`src/rtl/cnn_layer_accel_prefetch_rd_seq.sv`:
```
// Read-side sequencer for the per-row prefetch buffer: walks rows/cols, requests row fetches,
// issues credit-limited buffer reads and streams captured pixels through a small skid FIFO.
module cnn_layer_accel_prefetch_rd_seq #(
  parameter int unsigned C_COL_WIDTH   = 10,
  parameter int unsigned C_PIXEL_WIDTH = 16,
  parameter int unsigned C_RD_LATENCY  = 2,
  parameter int unsigned C_OBUF_DEPTH  = 4
) (
  input  logic                     rd_clk,
  input  logic                     rst,
  input  logic                     job_start,
  input  logic [C_COL_WIDTH-1:0]   num_cols,
  input  logic [C_COL_WIDTH-1:0]   num_rows,
  output logic                     fetch_req,
  input  logic                     row_ready,
  input  logic                     cncl_fetch_req,
  output logic                     rd_en,
  output logic [C_COL_WIDTH-1:0]   input_col,
  output logic [C_COL_WIDTH-1:0]   input_row,
  output logic                     next_row,
  output logic                     rst_addr,
  input  logic [C_PIXEL_WIDTH-1:0] pix_in,
  output logic                     pix_valid,
  output logic [C_PIXEL_WIDTH-1:0] pix_data,
  input  logic                     pix_ready,
  output logic                     busy,
  output logic                     job_done
);

  localparam int unsigned PW = (C_OBUF_DEPTH > 1) ? $clog2(C_OBUF_DEPTH) : 1;
  localparam int unsigned NW = $clog2(C_OBUF_DEPTH + 1);
  localparam int unsigned KW = $clog2(C_OBUF_DEPTH + C_RD_LATENCY + 2);

  typedef enum logic [2:0] {S_IDLE, S_ROW_CHK, S_FETCH, S_ROW_RD, S_ROW_END, S_DRAIN} state_t;

  state_t                   state_q;
  logic [C_COL_WIDTH-1:0]   cols_q, rows_q, input_col_q, input_row_q;
  logic                     rd_en_q, fetch_req_q, next_row_q, rst_addr_q, busy_q, job_done_q;
  logic [C_RD_LATENCY-1:0]  vld_q;
  logic [C_PIXEL_WIDTH-1:0] mem_q [C_OBUF_DEPTH];
  logic [PW-1:0]            wr_ptr_q, wr_ptr_d, rd_ptr_q, rd_ptr_d;
  logic [NW-1:0]            cnt_q, cnt_d;
  logic [KW-1:0]            inflight, committed;
  logic                     push, pop, credit, last_col, last_row, drained;

  assign pix_valid = (cnt_q != '0);
  assign pix_data  = pix_valid ? mem_q[rd_ptr_q] : '0;
  assign fetch_req = fetch_req_q;
  assign rd_en     = rd_en_q;
  assign input_col = input_col_q;
  assign input_row = input_row_q;
  assign next_row  = next_row_q;
  assign rst_addr  = rst_addr_q;
  assign busy      = busy_q;
  assign job_done  = job_done_q;

  // Credit counts everything already committed to land in the FIFO, net of this cycle's pop
  always_comb begin
    push     = vld_q[C_RD_LATENCY-1];
    pop      = pix_valid & pix_ready;
    inflight = '0;
    for (int unsigned i = 0; i < C_RD_LATENCY; i++) begin
      inflight = inflight + KW'(vld_q[i]);
    end
    committed = KW'(cnt_q) + inflight + KW'(rd_en_q) - KW'(pop);
    credit    = committed < KW'(C_OBUF_DEPTH);
    cnt_d     = cnt_q + NW'(push) - NW'(pop);
    wr_ptr_d  = wr_ptr_q;
    rd_ptr_d  = rd_ptr_q;
    if (push) wr_ptr_d = (wr_ptr_q == PW'(C_OBUF_DEPTH - 1)) ? '0 : wr_ptr_q + PW'(1);
    if (pop)  rd_ptr_d = (rd_ptr_q == PW'(C_OBUF_DEPTH - 1)) ? '0 : rd_ptr_q + PW'(1);
    last_col = (input_col_q == cols_q - C_COL_WIDTH'(1));
    last_row = (input_row_q == rows_q - C_COL_WIDTH'(1));
    drained  = (vld_q == '0) && ((cnt_q == '0) || ((cnt_q == NW'(1)) && pop));
  end

  always_ff @(posedge rd_clk) begin
    if (rst) begin
      state_q     <= S_IDLE;
      cols_q      <= '0;
      rows_q      <= '0;
      input_col_q <= '0;
      input_row_q <= '0;
      rd_en_q     <= 1'b0;
      fetch_req_q <= 1'b0;
      next_row_q  <= 1'b0;
      rst_addr_q  <= 1'b0;
      busy_q      <= 1'b0;
      job_done_q  <= 1'b0;
    end else begin
      job_done_q <= 1'b0;
      case (state_q)
        S_IDLE: begin
          if (job_start) begin
            cols_q      <= num_cols;
            rows_q      <= num_rows;
            input_col_q <= '0;
            input_row_q <= '0;
            if ((num_cols == '0) || (num_rows == '0)) begin
              job_done_q <= 1'b1;
            end else begin
              busy_q  <= 1'b1;
              state_q <= S_ROW_CHK;
            end
          end
        end
        S_ROW_CHK: begin
          if (cncl_fetch_req) begin
            rd_en_q <= credit;
            state_q <= S_ROW_RD;
          end else begin
            fetch_req_q <= 1'b1;
            state_q     <= S_FETCH;
          end
        end
        S_FETCH: begin
          if (row_ready) begin
            fetch_req_q <= 1'b0;
            rd_en_q     <= credit;
            state_q     <= S_ROW_RD;
          end
        end
        S_ROW_RD: begin
          if (rd_en_q && last_col) begin
            rd_en_q     <= 1'b0;
            input_col_q <= '0;
            next_row_q  <= 1'b1;
            rst_addr_q  <= 1'b1;
            state_q     <= S_ROW_END;
          end else begin
            if (rd_en_q) input_col_q <= input_col_q + C_COL_WIDTH'(1);
            rd_en_q <= credit;
          end
        end
        S_ROW_END: begin
          next_row_q <= 1'b0;
          rst_addr_q <= 1'b0;
          if (last_row) begin
            state_q <= S_DRAIN;
          end else begin
            input_row_q <= input_row_q + C_COL_WIDTH'(1);
            state_q     <= S_ROW_CHK;
          end
        end
        S_DRAIN: begin
          if (drained) begin
            job_done_q <= 1'b1;
            busy_q     <= 1'b0;
            state_q    <= S_IDLE;
          end
        end
        default: state_q <= S_IDLE;
      endcase
    end
  end

  // Read-latency valid pipe and skid FIFO bookkeeping
  always_ff @(posedge rd_clk) begin
    if (rst) begin
      vld_q    <= '0;
      cnt_q    <= '0;
      wr_ptr_q <= '0;
      rd_ptr_q <= '0;
    end else begin
      vld_q[0] <= rd_en_q;
      for (int unsigned i = 1; i < C_RD_LATENCY; i++) begin
        vld_q[i] <= vld_q[i-1];
      end
      cnt_q    <= cnt_d;
      wr_ptr_q <= wr_ptr_d;
      rd_ptr_q <= rd_ptr_d;
    end
  end

  always_ff @(posedge rd_clk) begin
    if (push) mem_q[wr_ptr_q] <= pix_in;
  end

endmodule

```
`config.mk`:
```
export PLATFORM = sky130hd
export DESIGN_NAME = cnn_layer_accel_prefetch_rd_seq
export DESIGN_NICKNAME = d
export VERILOG_FILES = /design/src/rtl/cnn_layer_accel_prefetch_rd_seq.sv
export SDC_FILE = /design/constraint.sdc
export NUM_CORES = 1
export LEC_CHECK = 0
export BUFFER_PORTS_ARGS = -buffer_cell sky130_fd_sc_hd__buf_2
export CORE_MARGIN = 3
export CORE_UTILIZATION = 50
export DETAILED_ROUTE_END_ITERATION = 8
export GPL_TIMING_DRIVEN = 0
export PLACE_DENSITY = 0.72
export SLEW_MARGIN = 40
export SYNTH_ARGS = -nofsm -noshare
export SYNTH_HDL_FRONTEND = slang
export SYNTH_SLANG_ARGS = --single-unit
```
`constraint.sdc`:
```
create_clock -name rd_clk -period 4.3 [get_ports rd_clk]
set_input_delay 0 -clock rd_clk [delete_from_list [all_inputs] [get_ports rd_clk]]
set_output_delay 0 -clock rd_clk [all_outputs]
set_load 0.005 [all_outputs]
```
# --- Word-level counts from Yosys, hierarchy flattened ---
# Memory sizes are Yosys's and may differ from the RTL's. A register that Yosys moved wholly into a read port is not among the register bits.
# Cells that the tools add are included.
# Widths: inputs -> output; s select.
totals:
  ram_bits: 64
  ff_bits: 57
  word_cells: 111
  n_memories: 1
  input_bits: 42
  output_inout_bits: 43
op_classes:
  eq_ne: 19
  bitwise: 1
  n_lt_le_gt_ge: 1
  add_sub_neg: 12
  muxes: 38
  reduce_logical: 25
memory_table:
  columns: ["name", "depth", "width", "rd", "rd_ports_with_merged_regs", "write_ports", "line", "source"]
  rows:
  - ["mem_q", 4, 16, 1, 1, 1, "40", "logic [C_PIXEL_WIDTH-1:0] mem_q [C_OBUF_DEPTH];"]
ops:
  columns: ["operator", "count"]
  rows:
  - ["$mux 10", 4]
  - ["$pmux 10 s2", 2]
  - ["$add 10x1->10 const B", 2]
  - ["$eq 10x10->1", 2]
  - ["$logic_not 10->1", 2]
  - ["$sub 10x1->10 const B", 2]
  - ["$mux 3", 6]
  - ["$pmux 3 s6", 1]
  - ["$mux 16", 1]
  - ["$ne 2x2->1 const B", 8]
  - ["$mux 1", 15]
  - ["$reduce_and 3->1", 4]
  - ["$reduce_bool 2->1", 5]
  - ["$mux 2", 4]
  - ["$pmux 1 s2", 4]
  - ["$add 3x1->3", 2]
  - ["$eq 3x1->1 const B", 2]
  - ["$eq 3x2->1 const B", 2]
  - ["$eq 3x3->1 const B", 2]
  - ["$logic_not 3->1", 2]
  - ["$reduce_bool 3->1", 2]
  - ["$sub 3x1->3", 2]
  - ["$reduce_and 5->1", 1]
  - ["$add 2x1->2 const B", 2]
  - ["other kinds (12)", 17]

# --- Depth between registers and ports, before layout ---
logic_depth:
  word_depth: 7
  mapped_depth: 12
  ltp_nobuf: 11

# --- Least setup slack after synthesis ---
# OpenSTA, ideal clock, no wires.
synth_path:
  kind: "register -> register"
  start: "register cnt_q[1]"
  end: "register rd_en_q, in the netlist rd_en"
  setup_slack_ps: 1789
  path_stages_with_launch: 13
  period_less_slack_ps: 2511
  t_arrival_ps: 2441
  required_time_ps: 4230
  setup_ps: 70
  cell_sequence: "dfxtp_1 > or3_1 > clkbuf_1 > nand2_1 > inv_1 > ha_1 > fa_1 > inv_1 > ha_1 > a31oi_1 > xnor2_1 > nand3_1 > a21oi_1"
synth_via:
  elab_chain_cells: 6
  elab_cells_between_ends: 10
synth_lines:
  columns: ["item", "line", "source"]
  rows:
  - ["from (decl)", "42", "logic [NW-1:0] cnt_q, cnt_d;"]
  - ["from (signal assigned)", "169", "cnt_q <= cnt_d;"]
  - ["$reduce_bool 3->1 (*)", "46", "assign pix_valid = (cnt_q != '0);"]
  - ["$and 1x1->1 (*)", "60", "pop = pix_valid & pix_ready;"]
  - ["via pop", "44", "logic push, pop, credit, last_col, last_row, drained;"]
  - ["$sub 3x1->3 (*)", "65", "committed = KW'(cnt_q) + inflight + KW'(rd_en_q) - KW'(pop);"]
  - ["$lt 3x3->1 (*)", "66", "credit = committed < KW'(C_OBUF_DEPTH);"]
  - ["$mux 1 (on tied branches)", "124, 108, 117", null]
  - ["$pmux 1 s3 (*)", "92", "case (state_q)"]
  - ["to (signal assigned)", "109", "rd_en_q <= credit;"]
  - ["to (signal assigned)", "119", "rd_en_q <= credit;"]
  - ["to (signal assigned)", "132", "rd_en_q <= credit;"]
  - ["to (decl)", "38", "logic rd_en_q, fetch_req_q, next_row_q, rst_addr_q, busy_q, job_done_q;"]
# The timed path passes the listed nets; every way through them passes the cells marked *. The select of a mux whose other input is x is not followed.
# A chain may end at the register's enable or synchronous reset.

# --- Worst setup path after layout ---
# Ends and elaborated chain as after synthesis.

==> reports/qor.csv <==
stage;metric;value;unit
route;dr_wl_met3;745;µm
place;portBuffers;84;
grt;grt_pass1_vias;4530;
run;cap_violations;0;
logic_synthesis;synthTopCellsByArea;edfxtp_1, dfxtp_1, mux4_2, nand2_1, a21oi_1;
clock_network;root_buffer;clkbuf_16;
route;drt_wl_total;13200;µm
timing;hold_viol;0;
route;ant_nets;0;
timing;worst_pin_slew;869;ps
route;avgViaCountPerCell;5.54;
worst_setup_path;crit_chain;or3_1 -> clkbuf_1 -> nand2_1 -> inv_1 -> ha_1 -> fa_1 -> inv_1 -> ha_1 -> a31oi_1 -> xnor2_1 -> nand3_1 -> a21oi_1;
worst_setup_path;slowest_stage;dfxtp_1;
power_and_ir_drop;ir_drop;0.305;mV
worst_setup_path;cp.arrival;3220;ps
min_path;hold_class;in -> reg;
die;num_rows;38;
layout;area_delta_synth_final;28.3;%
die;fp.dieW;114;µm
route;m1WireLength;5490;µm
timing;slew_violations;0;
logic_synthesis;synth_flop_cell;edfxtp_1;
layout;layout_common_cells;buf_2, nand2_1, edfxtp_1, dfxtp_1, dlygate4sd3_1;
logic_synthesis;syn_inst;527;
worst_setup_path;slowest_delay;370;ps
timing;max_freq;348;MHz
worst_setup_path;critPathKind;reg -> reg;
clock_network;cts_tree;built;
layout;fin_nets;729;
grt;grt_first_pass_wirelength;21500;µm
die;die_area;13000;µm²
layout;final_cells;824;
logic_synthesis;syn_avg_cell_area;11.0;µm²
route;drtIter0Drc;344;
timing;fin_crit_sh;66.9;%
die;core;11100;µm²
grt;grt_util_all_layers;21.2;%
timing;setup_viol;0;
power_and_ir_drop;powerDensity;570;nW/µm²
route;dr.pass1.iters;7;
die;pin_count;85;
clock_network;cts_made_buffers;17;
grt;antenna_found_initial;0;
place;gp_congestion;0.811;
logic_synthesis;synth.net_count;585;
worst_setup_path;crit_required;4640;ps
clock_network;path_clk_slew;50;ps
layout;layout-drive-gt1-share;21.5;%
route;num_vias;4562;
logic_synthesis;synth.distinct_cells;59;
route;topRoutingLayerUsed;met4;
timing;fin_skew;9.91;ps
logic_synthesis;async_flop_share;0;%
die;initial_core_util;52.3;%
worst_setup_path;critPathCaptureType;flip-flop;
die;fp.dieH;114;µm
clock_network;htreeDepth;4;
logic_synthesis;synth.cell_area;5820;µm²
layout;n_antenna_cell;0;
route;route.detailed.drc;0;
clock_network;clkLatencyLatePin;420;ps
logic_synthesis;synth-seq-cells;123;
power_and_ir_drop;p_leak;2.89;nW
worst_setup_path;cp_max_fo;9;
layout;layout_commonest_cell;buf_2;
place;dp_hpwl;8860;µm
clock_network;clk_path_buf_depth;2;
logic_synthesis;synth_warnings;0;
route;wl_met2;6700;µm
place;placed_cells;751;
logic_synthesis;synth_edf_count;64;
timing;rsz0062_at_grt;no;
clock_network;clock_sinks;123;
run_status;status;finished clean;
worst_setup_path;rrSetupSlack;1420;ps
route;wl_per_cell;16.0;µm
logic_synthesis;synth_top_area_share;33.0;%
timing;relSlewSlack;41.3;%
timing;fin_crit;2880;ps
logic_synthesis;post-synth-top-area-cell;edfxtp_1;
worst_setup_path;worstSetupStartpointType;flip-flop;
grt;grt_max_degree;17;
grt;grt_overflow;0;
timing;setup_tns;0;ps
logic_synthesis;ys_seq_area_share;53.3;%
[worst paths after layout]
check                           cells after the start                   start                        to
worst max register to register                     12     cnt_q[1]$_SDFF_PP0_        rd_en$_SDFFE_PP0P_
worst min-delay path                                4               pix_ready  rd_ptr_q[0]$_SDFFE_PP0P_
worst min register to register                      2  cols_q[9]$_SDFFE_PP0P_    cols_q[9]$_SDFFE_PP0P_
worst max-delay path                               12     cnt_q[1]$_SDFF_PP0_        rd_en$_SDFFE_PP0P_
[final cells by class]
type	instances	area (µm²)
Fill cell	866	3660
Sequential cell	123	3100
Multi-Input combinational cell	361	2560
Timing Repair Buffer	125	836
Clock buffer	19	433
Clock inverter	13	199
Tap cell	140	175
Buffer	26	104
Inverter	17	63.8
[worst max-delay path, delay by kind of cell (launching register included)]
family          cells  cell delay (ps)
fa+ha+maj           3              860
simple gates        3              670
buf+inv             3              380
flops               1              370
compound gates      2              350
xor+xnor            1              160
[metal layers]
metal,track usage [%],up-vias
li1,-,2229
met1,25.3,2172
met2,37.3,140
met3,6.10,21
met4,6.73,0
met5,0,-
[per-stage QoR]
| stage | cell area [µm²] | power, W | utilization, % | hold WS (ps) | worst slack, ps |
|---|---|---|---|---|---|
| after CTS | 7450 | 0.00428 | 67.0 | 42.2 | 1420 |
| after global routing | 7470 | 0.00450 | 67.1 | 77.0 | 1230 |
| after floorplan | 5820 | 0.00236 | - | 98.9 | 1790 |
| final | 7470 | 0.00426 | 67.1 | 70.1 | 1420 |
| after global placement | 6420 | 0.00267 | 57.7 | 211 | 1550 |
| after detailed placement | 6420 | 0.00271 | 57.7 | 215 | 1450 |
[cell usage after synthesis (all sizes together) (7+ instances only)]
cell / count
edfxtp: 64
nand3: 15
or4: 7
nand2: 65
mux4: 16
nor4: 10
nor2: 26
a21oi: 39
xor2: 13
xnor2: 15
or3: 9
o21ai: 11
inv: 17
clkbuf: 23
nor3: 17
and2: 22
ha: 14
dfxtp: 59
[state kept, by name, indices dropped and copies added (netlist names), 2 cells and up, named ones only]
signal / count
input_col: 10
cols_q: 10
wr_ptr_q: 2
rd_ptr_q: 2
vld_q: 2
state_q: 3
rows_q: 10
mem_q: 64
input_row: 10
cnt_q: 3
[power by group]
group / switching, W / leakage (nW) / total, W / internal [W]
Sequential: 0.000112 / 1.06 / 0.00145 / 0.00134
Combinational: 0.000707 / 1.53 / 0.00129 / 0.000581
Clock: 0.000500 / 0.300 / 0.00152 / 0.00102
Total: 0.00132 / 2.89 / 0.00426 / 0.00294
[what timing repair did]
action,4_1_cts,5_1_grt
resized for setup,0,0
endpoints found under the setup margin,0,0
hold endpoints to repair,90,0
hold buffers,40,0
setup buffers,0,0
[cells by family after synthesis]
family                     after synthesis  share of synthesized area (%)
muxes                                   21                           7.05
xor gates and xnor gates                28                           4.21
DFF                                    123                           53.3
buffers and inverters                   43                           2.86
AOI/OAI and AO/OA                       88                           9.78
and+or+nand+nor                        208                           19.1
adders and majority gates               16                           3.70
Power figures use the tool's default switching activity.
